--- config.mk ---
export PLATFORM = sky130hd
export DESIGN_NAME = seg_scan
export DESIGN_NICKNAME = d
export VERILOG_FILES = /design/src/rtl/seg_scan.sv
export SDC_FILE = /design/constraint.sdc
export NUM_CORES = 1
export LEC_CHECK = 0
export BUFFER_PORTS_ARGS = -buffer_cell sky130_fd_sc_hd__buf_2
export CORE_UTILIZATION = 40
export DETAILED_ROUTE_END_ITERATION = 7
export PLACE_DENSITY = 0.69
export SYNTH_ARGS = -nofsm -noshare
export SYNTH_HDL_FRONTEND = slang
export SYNTH_SLANG_ARGS = --single-unit
--- constraint.sdc ---
create_clock -name clk_i -period 3.81 [get_ports clk_i]
set_input_delay 0.762 -clock clk_i [delete_from_list [all_inputs] [get_ports clk_i]]
set_output_delay 0.762 -clock clk_i [all_outputs]
set_load 0.01 [all_outputs]
--- src/rtl/seg_scan.sv ---
// seg_scan: seven-segment display scanner for the CPU debug display.
// The divider's clk_disp square wave is sampled as a level. It passes through a
// 2-flop synchroniser and a rising-edge detector, which together give a one-cycle
// scan tick. Each tick advances the active digit and opens an all-off blank gap
// of BLANK_CYCLES cycles, then drives the digit from a per-frame snapshot of
// data_i/dp_i. The snapshot is taken only on the wrap tick, so a frame never tears.
// Optional build macro SEG_SCAN_LZ_BLANK_EN enables leading-zero suppression.
// When it is enabled, digit k (k >= 1) is dark if nibbles k..top are all zero and
// its dp is clear.
// All outputs are registered from next-state values. With B = BLANK_CYCLES, a
// digit appears B+1 cycles after its tick.
module seg_scan #(
    parameter int NUM_DIGITS   = 8,
    parameter int BLANK_CYCLES = 16
) (
    input  logic                    clk_i,
    input  logic                    rst_n_i,
    input  logic                    clk_disp,
    input  logic [4*NUM_DIGITS-1:0] data_i,
    input  logic [NUM_DIGITS-1:0]   dp_i,
    output logic [NUM_DIGITS-1:0]   an_o,
    output logic [6:0]              seg_o,
    output logic                    dp_o,
    output logic                    frame_o
);

    localparam int IW = (NUM_DIGITS > 1) ? $clog2(NUM_DIGITS) : 1;
    localparam int CW = (BLANK_CYCLES > 1) ? $clog2(BLANK_CYCLES) : 1;
    localparam logic [IW-1:0] IDX_LAST = IW'(NUM_DIGITS - 1);
    localparam logic [CW-1:0] CNT_LOAD = (BLANK_CYCLES > 0) ? CW'(BLANK_CYCLES - 1) : CW'(0);

    typedef enum logic {ST_BLANK = 1'b0, ST_DRIVE = 1'b1} state_t;

    state_t                  state_q, state_d;
    logic [CW-1:0]           cnt_q, cnt_d;
    logic [IW-1:0]           idx_q, idx_d;
    logic [4*NUM_DIGITS-1:0] data_q, data_d;
    logic [NUM_DIGITS-1:0]   dpr_q, dpr_d;
    logic                    s1, s2, s3;
    logic                    tick, wrap;
    logic                    blank_dig;
    logic [NUM_DIGITS-1:0]   an_d;
    logic [6:0]              seg_d;
    logic                    dpo_d;

    // Active-low hex decode, bit order {g,f,e,d,c,b,a}.
    function automatic logic [6:0] hex7(input logic [3:0] n);
        case (n)
            4'h0: hex7 = 7'h40;  4'h1: hex7 = 7'h79;  4'h2: hex7 = 7'h24;  4'h3: hex7 = 7'h30;
            4'h4: hex7 = 7'h19;  4'h5: hex7 = 7'h12;  4'h6: hex7 = 7'h02;  4'h7: hex7 = 7'h78;
            4'h8: hex7 = 7'h00;  4'h9: hex7 = 7'h10;  4'hA: hex7 = 7'h08;  4'hB: hex7 = 7'h03;
            4'hC: hex7 = 7'h46;  4'hD: hex7 = 7'h21;  4'hE: hex7 = 7'h06;  default: hex7 = 7'h0E;
        endcase
    endfunction

    // Synchronise clk_disp into clk_i and keep one extra stage for edge detection.
    always_ff @(posedge clk_i or negedge rst_n_i) begin
        if (!rst_n_i) begin
            s1 <= 1'b0;
            s2 <= 1'b0;
            s3 <= 1'b0;
        end else begin
            s1 <= clk_disp;
            s2 <= s1;
            s3 <= s2;
        end
    end

    assign tick = s2 & ~s3;
    assign wrap = tick && (idx_q == IDX_LAST);

    // Next state: a tick always advances the digit and restarts the gap.
    always_comb begin
        state_d = state_q;
        cnt_d   = cnt_q;
        idx_d   = idx_q;
        data_d  = data_q;
        dpr_d   = dpr_q;
        if (tick) begin
            idx_d = wrap ? '0 : idx_q + 1'b1;
            if (wrap) begin
                data_d = data_i;
                dpr_d  = dp_i;
            end
            if (BLANK_CYCLES == 0) begin
                state_d = ST_DRIVE;
            end else begin
                state_d = ST_BLANK;
                cnt_d   = CNT_LOAD;
            end
        end else begin
            case (state_q)
                ST_BLANK: begin
                    if (cnt_q == '0) state_d = ST_DRIVE;
                    else             cnt_d   = cnt_q - 1'b1;
                end
                default: state_d = ST_DRIVE;
            endcase
        end
    end

`ifdef SEG_SCAN_LZ_BLANK_EN
    logic [NUM_DIGITS-1:0] lz_mask;
    logic                  lz_zero;

    // Leading-zero mask of the snapshot that will be on display next cycle.
    always_comb begin
        lz_mask = '0;
        lz_zero = 1'b1;
        for (int k = NUM_DIGITS - 1; k >= 1; k--) begin
            lz_zero    = lz_zero & (data_d[4*k +: 4] == 4'h0);
            lz_mask[k] = lz_zero & ~dpr_d[k];
        end
    end

    assign blank_dig = lz_mask[idx_d];
`else
    assign blank_dig = 1'b0;
`endif

    // Output values for the coming cycle, derived from the next state.
    always_comb begin
        an_d  = '1;
        seg_d = 7'h7F;
        dpo_d = 1'b1;
        if (state_d == ST_DRIVE && !blank_dig) begin
            an_d[idx_d] = 1'b0;
            seg_d       = hex7(data_d[{idx_d, 2'b00} +: 4]);
            dpo_d       = ~dpr_d[idx_d];
        end
    end

    // State, counter, index, snapshot and output registers.
    always_ff @(posedge clk_i or negedge rst_n_i) begin
        if (!rst_n_i) begin
            state_q <= ST_BLANK;
            cnt_q   <= '0;
            idx_q   <= '0;
            data_q  <= '0;
            dpr_q   <= '0;
            an_o    <= '1;
            seg_o   <= 7'h7F;
            dp_o    <= 1'b1;
            frame_o <= 1'b0;
        end else begin
            state_q <= state_d;
            cnt_q   <= cnt_d;
            idx_q   <= idx_d;
            data_q  <= data_d;
            dpr_q   <= dpr_d;
            an_o    <= an_d;
            seg_o   <= seg_d;
            dp_o    <= dpo_d;
            frame_o <= wrap;
        end
    end

endmodule
Word level (Yosys, flattened, before mapping)
Memory sizes are Yosys's and may differ from the RTL's.
Index checks and enable logic that the tools add are counted.

word-level totals
  bits in registers = 68
  ROM bits = 112
  input bits = 43
  output and inout bits = 17
  word-level logic and storage cells = 48
  memories = 1

operators by class
  $add $sub $neg = 2
  $lt $le $gt $ge = 2
  equal/unequal tests = 3
  shift-type cells = 1
  multiplexer cells = 19
  bitwise gates (word level) = 4
  reduce and logical (&&, ||, !) cells = 4

memories
  memory           words  width  rd ports  clocked after Yosys merged registers in  write ports  line  RTL
  (no name shown)  16     7      1         0                                        0            48    case (n)

operators with widths
  operator                                                                 count
  32-bit 2-to-1 mux                                                        2
  32-bit by 6-bit indexed part select with 4-bit output                    1
  8-bit 2-to-1 mux                                                         3
  4-bit 2-to-1 mux                                                         3
  8-bit inverter                                                           1
  7-bit 2-to-1 mux                                                         1
  1-bit 2-to-1 mux                                                         6
  3-bit 2-to-1 mux                                                         2
  4-bit logical NOT                                                        1
  3-bit by 4-bit < comparator with 1-bit output, second input constant     1
  4-bit by 1-bit subtractor with 4-bit output, second input constant       1
  3-bit by 1-bit adder with 3-bit output, second input constant            1
  1-bit binary-select mux with 3-bit select                                1
  1-bit demux with 3-bit select                                            1
  3-bit == test, second input constant                                     1
  3-bit by 1-bit >= comparator with 1-bit output, second input constant    1
  1-bit logical AND                                                        2
  2-bit by 1-bit inequality test with 1-bit output, second input constant  1
  2-bit inequality test, second input constant                             1
  1-bit inverter                                                           2
  2-bit AND reduction                                                      1
  1-bit bitwise AND                                                        1

Depth between registers and ports, before layout
  depth after elaboration = 11
  depth in mapped cells = 14
  mapped depth without buffers = 14

Least setup slack after synthesis
Ideal clock, no wire load.

  path type = reg2reg
  from = register idx_q[0]
  to = register seg_o[5]
  library setup time = 84 ps
  arrival time = 3179 ps
  required time = 3726 ps
  slack = 547 ps
  cell stages (with the launch flop) = 15
  path buffers = 1
  clock period less this slack = 3263 ps
  cell sequence = dfrtp_1 > ha_1 > ha_1 > or3b_1 > buf_6 > o22ai_1 > mux4_2 > a211oi_1 > nor3_1 > inv_1 > ha_1 > inv_1 > nor3_1 > o21bai_1 > a221o_1

between the ends
  word-level cells in the longest chain between the ends = 7
  elaborated cells between the ends (all ways) = 10
  those cells by class = add/sub: 1; eq/ne: 1; shift: 1; mux: 5; reduce/logical: 1; memory: 1

RTL lines
  item                                                                            line  RTL
  start: declaration                                                              36    logic [IW-1:0] idx_q, idx_d;
  start signal: assignment                                                        148   idx_q <= idx_d;
  branches (longest 4 deep; another with 3-bit by 1-bit adder with 3-bit output)  n/a
  32-bit by 6-bit indexed part select with 4-bit output *                         128   seg_d = hex7(data_d[{idx_d, 2'b00} +: 4]);
  memory read 16 x 7 bit *                                                        n/a
  7-bit 2-to-1 mux *                                                              126   if (state_d == ST_DRIVE && !blank_dig) begin
  named net seg_d[5]                                                              43    logic [6:0] seg_d;
  end signal: assignment                                                          152   seg_o <= seg_d;
  end: declaration                                                                22    output logic [6:0] seg_o,

Mark *: on every way through the listed nets, which the timed path passes.
A chain may end at the register's enable or synchronous reset.

Final worst setup path
  from = register idx_q[1]
  to = register seg_o[3]

Same word-level chain as after synthesis.

==> results.cfg <==
[timing]
maxSlewHeadroom_pct = 53.5
fmax_ghz = 0.290
fin_ws_ps = 366
period_share_pct = 90.4
skew_ps = 10.5
maxSlewViolCount = 0
min_period_ps = 3440
rsz0062_at_grt = no
setup_viol = 0
hold_violations = 0
worst_pin_slew_ps = 697
finalSetupTns_ps = 0

[floorplanning]
dieArea_um2 = 9190
io_pins = 60
num_rows = 33
die_w_um = 95.9
die_h_um = 95.9
coreArea_um2 = 8380
start_util_pct = 42.1

[route]
routedWlPerCell_um = 15.0
drt-initial-drc-count = 154
finalWirelength_mm = 7.94
first_pass_iters = 4
drc = 0
vias = 2841
via_per_inst = 5.38
route.antenna.remaining_nets = 0

[setup_path]
path_class = flop to flop
endpoint = seg_o[3]$_DFF_PN1_
critPathRequiredTime_ps = 4080
r2r_start = idx_q[1]$_DFF_PN0_
crit_path_end_kind = flop
path_max_fanout = 20
crit_buf_inv = 3
slowest_delay_ps = 550
reg2reg_slack_ps = 370
crit_chain = ha_1 > ha_1 > or3b_1 > o22ai_1 > mux4_2 > a211oi_1 > nor3_1 > buf_4 > inv_1 > ha_1 > inv_1 > nor3_1 > a2111oi_0 > a31oi_1
worst_ep_arrival_time_ps = 3710
startpoint_type = flop
cp_common_cell = ha_1
cp.depth = 14
critPathTopFamily = simple AND/OR/NAND/NOR gates
critical_path.startpoint = idx_q[1]$_DFF_PN0_
crit_path_top_delay_cell = or3b_1
worstReg2RegEnd = seg_o[3]$_DFF_PN1_
worstRegToRegCells = 14

[final_layout]
drive_gt1_share_pct = 30.3
fill_cells = 767
diodes = 0
fin_nets = 470
syn2layout_area_growth_pct = 16.8
final_cell_mix = nand2_1 (112), buf_2 (59), dfrtp_1 (52), dfstp_2 (16), o221ai_1 (12)
final_common_cell = nand2_1
post-route-cell-area_um2 = 4120
final_core_util_pct = 49.1
final_cells = 528

[place]
gp_congestion = 0.846
dpl.cell_count = 512
dpl-instance-area_um2 = 3880
port_buffers = 59
place_hpwl_mm = 5.70
place_ws_ps = 452

[global_routing]
overflow = 0
grt_max_degree = 31
grt_use_total_pct = 19.5
met2_usage_pct = 30.3
grt_use_met1_pct = 26.4
grt_first_pass_wirelength_mm = 13.5
met3_usage_pct = 4.82
busiest_layer = met2
antenna_found_initial = 0
grt_pass1_vias = 2780

[logic_synthesis]
synth_nets = 411
avgSynthCellArea_um2 = 9.82
synthFlopType = dfrtp_1
yosysTopAreaCell = dfrtp_1
synth_simple_gate_area_share_pct = 19.8
synth.area.mux_share_pct = 7.84
synth_edf_count = 0
syn-cell-area_um2 = 3530
synth_top_family_by_area = simple AND/OR/NAND/NOR gates
seq_area_frac_synth_pct = 48.8
synthCells = 359
synthArstFlopShare_pct = 100
synth_seq_cells = 68
synth_top_area_share_pct = 36.9
synth_area_leaders = dfrtp_1 (37%), dfstp_2 (12%), nand2_1 (12%), ha_1 (3.2%), o221ai_1 (3.0%)
synth_xor_area_share_pct = 0.248
synth_warnings = 0
synth-adder-area-share_pct = 3.19
synth-compound-area-share_pct = 14.2
ys_types = 57

[job]
drv_cap = 0

[clock_network]
clkLatencyLatePin_ps = 350
clk_path_buf_depth = 2
cts_root_buffer = clkbuf_8
cts_setup_buffers = 0
cts_hold_buf = 0
h-tree-depth = 3
cts_tree = yes
ctsResizeCount = 0
clkTransAtPathRegs_ps = 80
clock_sinks = 68
numCtsBuffers = 9

[power]
peakVddDrop_uv = 398
leakage_uw = 0.00190
power.density_nw_per_um2 = 789

[run_status]
outcome = finished clean

[min_path]
hold_class = flop to flop
==> metrics by stage <==
stage,hold WS (ps),total power [µW]
final,351,3250
after floorplan,331,2260
after detailed placement,335,2570
after global placement,336,2520
after global routing,367,3520
after CTS,352,3260
==> cell type report <==
cell class / instances / area [µm²] / share of cell area, %
multi-input combinational: 255 / 1600 / 38.8
clock inverter: 5 / 83.8 / 2.04
inverter: 14 / 52.6 / 1.28
clock buffer: 11 / 151 / 3.68
sequential: 68 / 1720 / 41.8
tap: 105 / 131 / 3.19
timing repair buffer: 70 / 378 / 9.18
==> power by group <==
part	total, µW	internal [µW]	switching [µW]
combinational	1390	594	799
sequential	1170	988	184
clock	683	405	278
total	3250	1990	1260
==> worst min-delay path by stage <==
stage | start | endpoint | slack, ps | cells past startpoint
after floorplan | s1$_DFF_PN0_ | s2$_DFF_PN0_ | 330 | 0
after global placement | s1$_DFF_PN0_ | s2$_DFF_PN0_ | 340 | 0
after detailed placement | s1$_DFF_PN0_ | s2$_DFF_PN0_ | 330 | 0
after CTS | s1$_DFF_PN0_ | s2$_DFF_PN0_ | 350 | 0
after global routing | s1$_DFF_PN0_ | s2$_DFF_PN0_ | 370 | 0
final | s1$_DFF_PN0_ | s2$_DFF_PN0_ | 350 | 0
==> worst register-to-register path, cell delays in order, from the launching register on <==
cell and delay [ps]:
dfrtp_1 400, ha_1 170, ha_1 170, or3b_1 550
o22ai_1 170, mux4_2 490, a211oi_1 250, nor3_1 90
buf_4 170, inv_1 100, ha_1 150, inv_1 50
nor3_1 290, a2111oi_0 130, a31oi_1 190
==> Yosys cell counts, types with 2 or more instances <==
cell and n:
a31oi_1 3, o211ai_1 2, a221o_1 2, and3_1 2
a21oi_1 9, mux2i_1 4, or3_1 2, nor2_1 10
mux4_2 4, or2_1 3, clkbuf_1 9, nor2b_1 6
dfrtp_1 52, nor3_1 5, a311oi_1 2, nand3_1 7
mux2_2 8, o21ai_1 3, or4bb_1 2, nand2_1 112
a21o_1 2, a211oi_2 2, inv_2 3, o21a_1 2
ha_1 9, nand2b_1 3, a221oi_1 2, dfstp_2 16
o22ai_1 8, inv_1 10, buf_2 4, o21ai_0 6
buf_6 9, mux2i_4 2, o221ai_1 12
==> logic make-up after synthesis <==
| group | after synthesis |
|---|---|
| adder cells (fa/ha/maj) | 9 |
| multiplexers | 19 |
| XOR/XNOR | 1 |
| flip-flops | 68 |
| buffers and inverters | 36 |
| AO/OA/AOI/OAI | 66 |
| AND/OR/NAND/NOR | 160 |
==> registers in the layout, indices dropped and copies added (netlist names) <==
name and flops:
state_q 1, dpr_q 8, seg_o 7, s2 1, s1 1, dp_o 1, data_q 32, frame_o 1
cnt_q 4, s3 1, an_o 8, idx_q 3
==> metal layers <==
layer | part of all wire, % | routed length (µm) | vias up
li1 | - | - | 1369
met1 | 46 | 3630 | 1375
met2 | 46 | 3690 | 83
met3 | 6.0 | 479 | 14
met4 | 1.8 | 144 | 0
met5 | 0 | 0 | -
Note: power is estimated with default switching activity, not from simulation.
